### config.mk
export PLATFORM = sky130hd
export DESIGN_NAME = uart_debug_loader
export DESIGN_NICKNAME = d
export VERILOG_FILES = /design/src/rtl/uart_debug_loader.sv
export SDC_FILE = /design/constraint.sdc
export NUM_CORES = 1
export LEC_CHECK = 0
export CAP_MARGIN = 5
export CORE_ASPECT_RATIO = 0.7
export CORE_UTILIZATION = 45
export CTS_BUF_LIST = sky130_fd_sc_hd__clkbuf_4 sky130_fd_sc_hd__clkbuf_8
export DETAILED_ROUTE_END_ITERATION = 16
export PLACE_DENSITY = 0.74
export RECOVER_POWER = 25
export SLEW_MARGIN = 0
export SYNTH_ARGS = -nofsm -noshare
export SYNTH_HDL_FRONTEND = slang
export SYNTH_SLANG_ARGS = --single-unit
### constraint.sdc
create_clock -name i_clk -period 2.6 [get_ports i_clk]
set_input_delay 0.26 -clock i_clk [delete_from_list [all_inputs] [get_ports i_clk]]
set_output_delay 0.26 -clock i_clk [all_outputs]
set_load 0.01 [all_outputs]
### src/rtl/uart_debug_loader.sv
// uart_debug_loader: host command decoder, big-endian program loader and CPU run/step gate
module uart_debug_loader #(
  parameter int          ADDR_W    = 10,
  parameter logic [31:0] HALT_WORD = 32'hFFFF_FFFF,
  parameter logic [7:0]  CMD_LOAD  = 8'h6C,
  parameter logic [7:0]  CMD_RUN   = 8'h72,
  parameter logic [7:0]  CMD_STEP  = 8'h73,
  parameter logic [7:0]  ACK_LOAD  = 8'h4B,
  parameter logic [7:0]  ACK_HALT  = 8'h48,
  parameter logic [7:0]  ACK_STEP  = 8'h53,
  parameter logic [7:0]  ACK_ERR   = 8'h45
) (
  input  logic              i_clk,
  input  logic              i_reset,
  input  logic [7:0]        i_rx_data,
  input  logic              i_rx_done,
  input  logic              i_tx_busy,
  output logic              o_tx_start,
  output logic [7:0]        o_tx_data,
  output logic              o_imem_we,
  output logic [ADDR_W-1:0] o_imem_addr,
  output logic [31:0]       o_imem_data,
  input  logic              i_cpu_halt,
  output logic              o_cpu_enable,
  output logic              o_loading
);
  localparam logic [2:0] IDLE  = 3'd0;
  localparam logic [2:0] LOAD  = 3'd1;
  localparam logic [2:0] WRITE = 3'd2;
  localparam logic [2:0] RUN   = 3'd3;
  localparam logic [2:0] STEP  = 3'd4;
  localparam logic [2:0] ACK   = 3'd5;
  logic [2:0]        state;
  logic [ADDR_W-1:0] ptr;
  logic [1:0]        cnt;
  logic [31:0]       word;
  logic [7:0]        ack_q;
  assign o_imem_we    = state == WRITE;
  assign o_imem_addr  = ptr;
  assign o_imem_data  = word;
  assign o_cpu_enable = state == RUN || state == STEP;
  assign o_loading    = state == LOAD || state == WRITE;
  // command FSM; a byte seen during WRITE already starts the next word so back-to-back bytes are never lost
  always_ff @(posedge i_clk or negedge i_reset) begin
    if (!i_reset) begin
      state      <= IDLE;
      ptr        <= '0;
      cnt        <= '0;
      word       <= '0;
      ack_q      <= '0;
      o_tx_start <= 1'b0;
      o_tx_data  <= '0;
    end else begin
      o_tx_start <= 1'b0;
      case (state)
        IDLE:
          if (i_rx_done) begin
            if (i_rx_data == CMD_LOAD) begin
              state <= LOAD;
              ptr   <= '0;
              cnt   <= '0;
            end else if (i_rx_data == CMD_RUN) state <= RUN;
            else if (i_rx_data == CMD_STEP) state <= STEP;
          end
        LOAD:
          if (i_rx_done) begin
            word  <= {word[23:0], i_rx_data};
            cnt   <= cnt + 2'd1;
            state <= cnt == 2'd3 ? WRITE : LOAD;
          end
        WRITE: begin
          if (i_rx_done) begin
            word <= {word[23:0], i_rx_data};
            cnt  <= 2'd1;
          end
          if (word == HALT_WORD) begin
            ack_q <= ACK_LOAD;
            state <= ACK;
          end else if (&ptr) begin
            ack_q <= ACK_ERR;
            state <= ACK;
          end else begin
            ptr   <= ptr + ADDR_W'(1);
            state <= LOAD;
          end
        end
        RUN:
          if (i_cpu_halt) begin
            ack_q <= ACK_HALT;
            state <= ACK;
          end
        STEP: begin
          ack_q <= ACK_STEP;
          state <= ACK;
        end
        ACK:
          if (!i_tx_busy) begin
            o_tx_start <= 1'b1;
            o_tx_data  <= ack_q;
            state      <= IDLE;
          end
        default: state <= IDLE;
      endcase
    end
  end
endmodule

* Word level (Yosys, flattened, before mapping)
Cells that the tools add are included.
** Storage, ports and cells
- Bits in latches :: 0
- Word-level logic and storage cells :: 71
- Input bits :: 13
- Memory bits (writable) :: 0
- Memories :: 0
- Output and inout port bits :: 54
- Register bits after elaboration :: 64
- Bits in read-only memories :: 0
** Cells by class
- Div/mod/pow operators :: 0
- $mul :: 0
- Multiplexer cells :: 27
- Reduce and logical (&&, ||, !) cells :: 14
- Add/sub/neg operators :: 2
- Bitwise logic cells :: 1
- Shifts and indexed selects :: 0
- Eq/ne operators :: 20
- Magnitude comparators :: 0
** Operator list (count)
- two-way mux 10 bit :: 4
- == test 32 bit (second input constant) :: 1
- two-way mux 3 bit :: 9
- == test 8 x 7 -> 1 bit (second input constant) :: 3
- two-way mux 8 bit :: 3
- one-hot mux 8 bit (3 select lines) :: 1
- one-hot mux 10 bit (2 select lines) :: 1
- one-hot mux 3 bit (6 select lines) :: 1
- inequality test 2 bit (second input constant) :: 8
- AND reduction 5 bit :: 3
- adder 10 x 1 -> 10 bit (second input constant) :: 1
- two-way mux 2 bit :: 5
- AND reduction 10 bit :: 1
- == test 3 x 2 -> 1 bit (second input constant) :: 2
- == test 3 bit (second input constant) :: 2
- one-hot mux 2 bit (3 select lines) :: 1
- nonzero test 3 bit :: 2
- inequality test 4 bit (second input constant) :: 1
- AND reduction 2 bit :: 2
- == test 3 x 1 -> 1 bit (second input constant) :: 1
- logical NOT 3 bit :: 1
- inequality test 3 x 1 -> 1 bit (second input constant) :: 1
- AND reduction 3 bit :: 1
- adder 2 x 1 -> 2 bit (second input constant) :: 1
- 6 further kinds :: 8

* Depth between registers and ports, before layout
- Depth in word-level cells :: 6
- Gate-level depth with buffers :: 7
- Depth with buffers taken out :: 6

* Worst setup path after synthesis
OpenSTA, ideal clock, no wires.
- Kind :: reg-to-reg
- Start :: register ptr[0], in the netlist o_imem_addr[0]
- End :: register ack_q[4]
- Buffers on the path :: 1
- Required time :: 2463 ps
- Clock period less this slack :: 1952 ps
- Stages on the path, launching flop included :: 8
- Arrival time :: 1815 ps
- Setup time :: 137 ps
- Path slack :: 648 ps
- Path through :: dfrtp_1 > ha_1 > and4_4 > nand2_2 > or3_1 > buf_2 > a221oi_1 > o22ai_1
** On the way
- Longest elaborated chain between the ends :: 3
** Ends and longest elaborated chain
- start, declared :: line 34 : logic [ADDR_W-1:0] ptr;
- start signal, assigned :: line 83 : ptr <= ptr + ADDR_W'(1);
- AND reduction 10 bit :: line 79 : end else if (&ptr) begin
- inequality test 3 x 1 -> 1 bit (no source line)
- AND reduction 3 bit (no source line)
- end signal, assigned :: line 77 : ack_q <= ACK_LOAD;
- end signal, assigned :: line 80 : ack_q <= ACK_ERR;
- end signal, assigned :: line 89 : ack_q <= ACK_HALT;
- end, declared :: line 37 : logic [7:0] ack_q;
No other way between the ends.
A chain may end at the register's enable or synchronous reset.

* Final worst setup path
- Start :: register state[1]
- End :: output port o_imem_we
** On the way
- Longest elaborated chain between the ends :: 1
** Ends and longest elaborated chain
- start, declared :: line 33 : logic [2:0] state;
- start signal, assigned :: line 69 : state <= cnt == 2'd3 ? WRITE : LOAD;
- == test 3 x 2 -> 1 bit :: line 38 : assign o_imem_we = state == WRITE;
- end, declared :: line 20 : output logic o_imem_we,
No other way between the ends.

==> impl_metrics.json <==
{
  "yosys_warnings": 0,
  "viasPerCell": 5.549,
  "wl_per_cell_um": 16.27,
  "fillers": 457,
  "dpl.hpwl_mm": 4.705,
  "maxCapViolCount": 0,
  "fin_nets": 330,
  "worstMarginPinSlew_ns": 1.429,
  "max_slew_margin_pct": 4.740,
  "antenna_found_initial": 0,
  "synth-edff-count": 0,
  "hold_viol_final": 0,
  "syn_inst": 245,
  "synth_area_leader_cell": "dfrtp_1",
  "synth_top_family_by_area": "multiplexers",
  "fmax_mhz": 421.3,
  "setup_violations": 0,
  "final_area_sq_um": 3776,
  "dieArea_sq_um": 6627,
  "synth_mux_area_share_pct": 16.50,
  "grtUsageTotal_pct": 21.58,
  "drc": 0,
  "placed_area_sq_um": 3546,
  "fin_hold_ws_ns": 0.3229,
  "cts.sinks": 60,
  "synth_top_area_share_pct": 52.96,
  "cpPeakStageDelay_ns": 0.57,
  "drt.antenna.violating_nets": 0,
  "crit_buf_inv": 2,
  "ctsResizeCount": 0,
  "drtPass1Iterations": 4,
  "ctsHoldBuffers": 0,
  "ys_seq_area_share_pct": 52.96,
  "start_util_pct": 48.06,
  "hold_path.class": "in2async",
  "synthAdderAreaFrac_pct": 0.8826,
  "cts_max_path_buffers": 2,
  "dp.cells": 379,
  "grt_pass1_vias": 2038,
  "period_share_pct": 91.30,
  "skew_ns": 0.009022,
  "grt_overflow": 0,
  "crit_chain": "and2b_1 > nand2_1 > inv_1 > clkdlybuf4s50_1",
  "routed_wl_mm": 6.428,
  "finish.utilization_pct": 64.01,
  "clock_latency_ns": 0.35,
  "cts_buffers": 9,
  "criticalPathCategory": "reg2out",
  "root_buffer": "clkbuf_8",
  "cp.required_ns": 2.34,
  "io_buffers": 64,
  "clkSlewWorstSetupHoldPaths_ns": 0.07,
  "synth_compound_area_share_pct": 12.40,
  "synth-simple-area-share_pct": 12.71,
  "rr_worst_depth": 6,
  "grt_setup_unrepaired": "no",
  "die_h_um": 68.41,
  "finalCriticalPeriod_ns": 2.374,
  "crit_cells": 4,
  "crit_fanout": 11,
  "stdcell_count": 395,
  "vdd_drop_max_mv": 0.3658,
  "synth.area.top_cells": "dfrtp_1 (53%), mux2_2 (15%), nand2_1 (2.3%)",
  "synthXorXnorAreaFrac_pct": 0.3089,
  "p_per_area_nw_per_um2": 653.9,
  "cp_slowest_cell": "clkdlybuf4s50_1",
  "drv_slew": 0,
  "io_pins": 67,
  "num_antenna_cells": 0,
  "status": "completed",
  "cts_tree": "yes",
  "die_w_um": 96.87,
  "syn-mean-instance-area_sq_um": 11.57,
  "htreeDepth": 3,
  "synthArstFlopShare_pct": 100.0,
  "crit_path_start_kind": "flop",
  "place_congestion": 0.9071,
  "ys_ff_latch": 60,
  "p_leak_nw": 1.699,
  "synth_cell_type_count": 49,
  "core_sq_um": 5899,
  "grt_max_degree": 61,
  "ys.flop_type": "dfrtp_1",
  "rows": 23,
  "drive_gt1_share_pct": 21.88,
  "arrival_ns": 2.11,
  "post_cts_buffers": 0,
  "drt_iter0_drc": 150,
  "fin_setup_tns_ns": 0,
  "netlist_area_sq_um": 2835,
  "area_growth_syn_to_layout_pct": 33.19,
  "via_count": 2192,
  "crit_family": "buffers and inverters",
  "cp-end-kind": "output port",
  "grt_pass1_wl_mm": 10.63
}
==> per-layer routing <==
metal,track usage (%),vias to the layer above,wire length [um]
met5,0,-,0
met4,8.022,0,65
met3,7.048,6,300
met2,29.75,60,2825
met1,31.38,1077,3236
li1,-,1049,-
==> cell families (layout without fill, tap and decap cells) <==
logic type	count (synthesis)	after routing
buffers and inverters	24	98
AND/OR/NAND/NOR	63	63
flip-flops	60	60
other	1	2
AO/OA/AOI/OAI	52	52
adder cells (fa/ha/maj)	2	2
multiplexers	42	42
XOR/XNOR	1	1
==> sequential cells by signal, indices dropped and copies added (netlist names) <==
register     count
o_tx_data        6
ack_q            6
o_tx_start       1
o_imem_data     32
o_imem_addr     10
state            3
cnt              2
==> cells in the mapped netlist (2+ instances only) <==
master and instances:
nor3_2 2, nand3_1 4, nor4_1 2, o211ai_1 2, nand2_1 17, a21o_1 3
dfrtp_1 60, nor3_1 4, ha_1 2, o22ai_1 3, nand4bb_1 2, or3_1 3
buf_4 3, nand4_1 10, buf_2 6, mux2i_1 4, a31oi_1 9, a21oi_1 10
nor2_1 5, inv_1 11, clkbuf_1 3, nor2b_1 4, nand2b_1 3, o21a_1 2
mux2_2 38, o21ai_0 10
==> cell type report <==
type,count,area (sq um),share of cell area [%]
clock inverters,6,93.84,2.485
repair buffers,71,685.7,18.16
clock buffers,10,137.6,3.645
flip-flops and latches,60,1503,39.79
multi-input cells,162,1221,32.34
well taps,75,93.84,2.485
inverters,11,41.29,1.093
==> power breakdown <==
| part | internal, W | leakage, nW | total (W) | switching [W] |
|---|---|---|---|---|
| clock network | 0.000573 | 0.113 | 0.000964 | 0.000390 |
| logic | 0.000219 | 0.825 | 0.000366 | 0.000147 |
| registers | 0.00104 | 0.761 | 0.00114 | 0.0000998 |
==> worst paths after layout <==
path	from	endpoint	slack [ns]
setup / recovery	state[1]$_DFFE_PN0P_	o_imem_we	0.23
hold / removal	i_reset	o_imem_data[23]$_DFFE_PN0P_	0.32
setup reg to reg	o_imem_addr[0]$_DFFE_PN0P_	o_imem_addr[6]$_DFFE_PN0P_	0.30
hold reg to reg	ack_q[6]$_DFFE_PN0P_	ack_q[6]$_DFFE_PN0P_	0.47
max in group asynchronous	i_reset	state[1]$_DFFE_PN0P_	1.31
min in group i_clk	ack_q[6]$_DFFE_PN0P_	ack_q[6]$_DFFE_PN0P_	0.47
==> stage by stage <==
step	worst slack (ns)	power, W
2_1_floorplan	0.6483	0.001298
3_3_place_gp	0.4344	0.001517
3_5_place_dp	0.3017	0.001526
4_1_cts	0.1391	0.002497
5_1_grt	0.1021	0.002588
6_report	0.2262	0.002469
==> placed cells by master, fill, tap and decap left out, drive strengths merged, types with 2 or more instances in the layout <==
cell / instances
nor2b: 4
ha: 2
buf: 7
o221ai: 2
a21o: 3
nand3: 4
a31oi: 9
o211ai: 2
nand4: 10
mux2: 38
nor4: 2
a21oi: 11
nand2: 18
nand2b: 3
clkdlybuf4s50: 63
o22ai: 3
nand4bb: 2
bufinv: 2
nor2: 5
inv: 13
o21a: 2
o21ai: 10
mux2i: 4
nor3: 6
conb: 2
or3: 3
clkbuf: 11
dfrtp: 60
No activity file was read; power rests on OpenSTA's default activity.
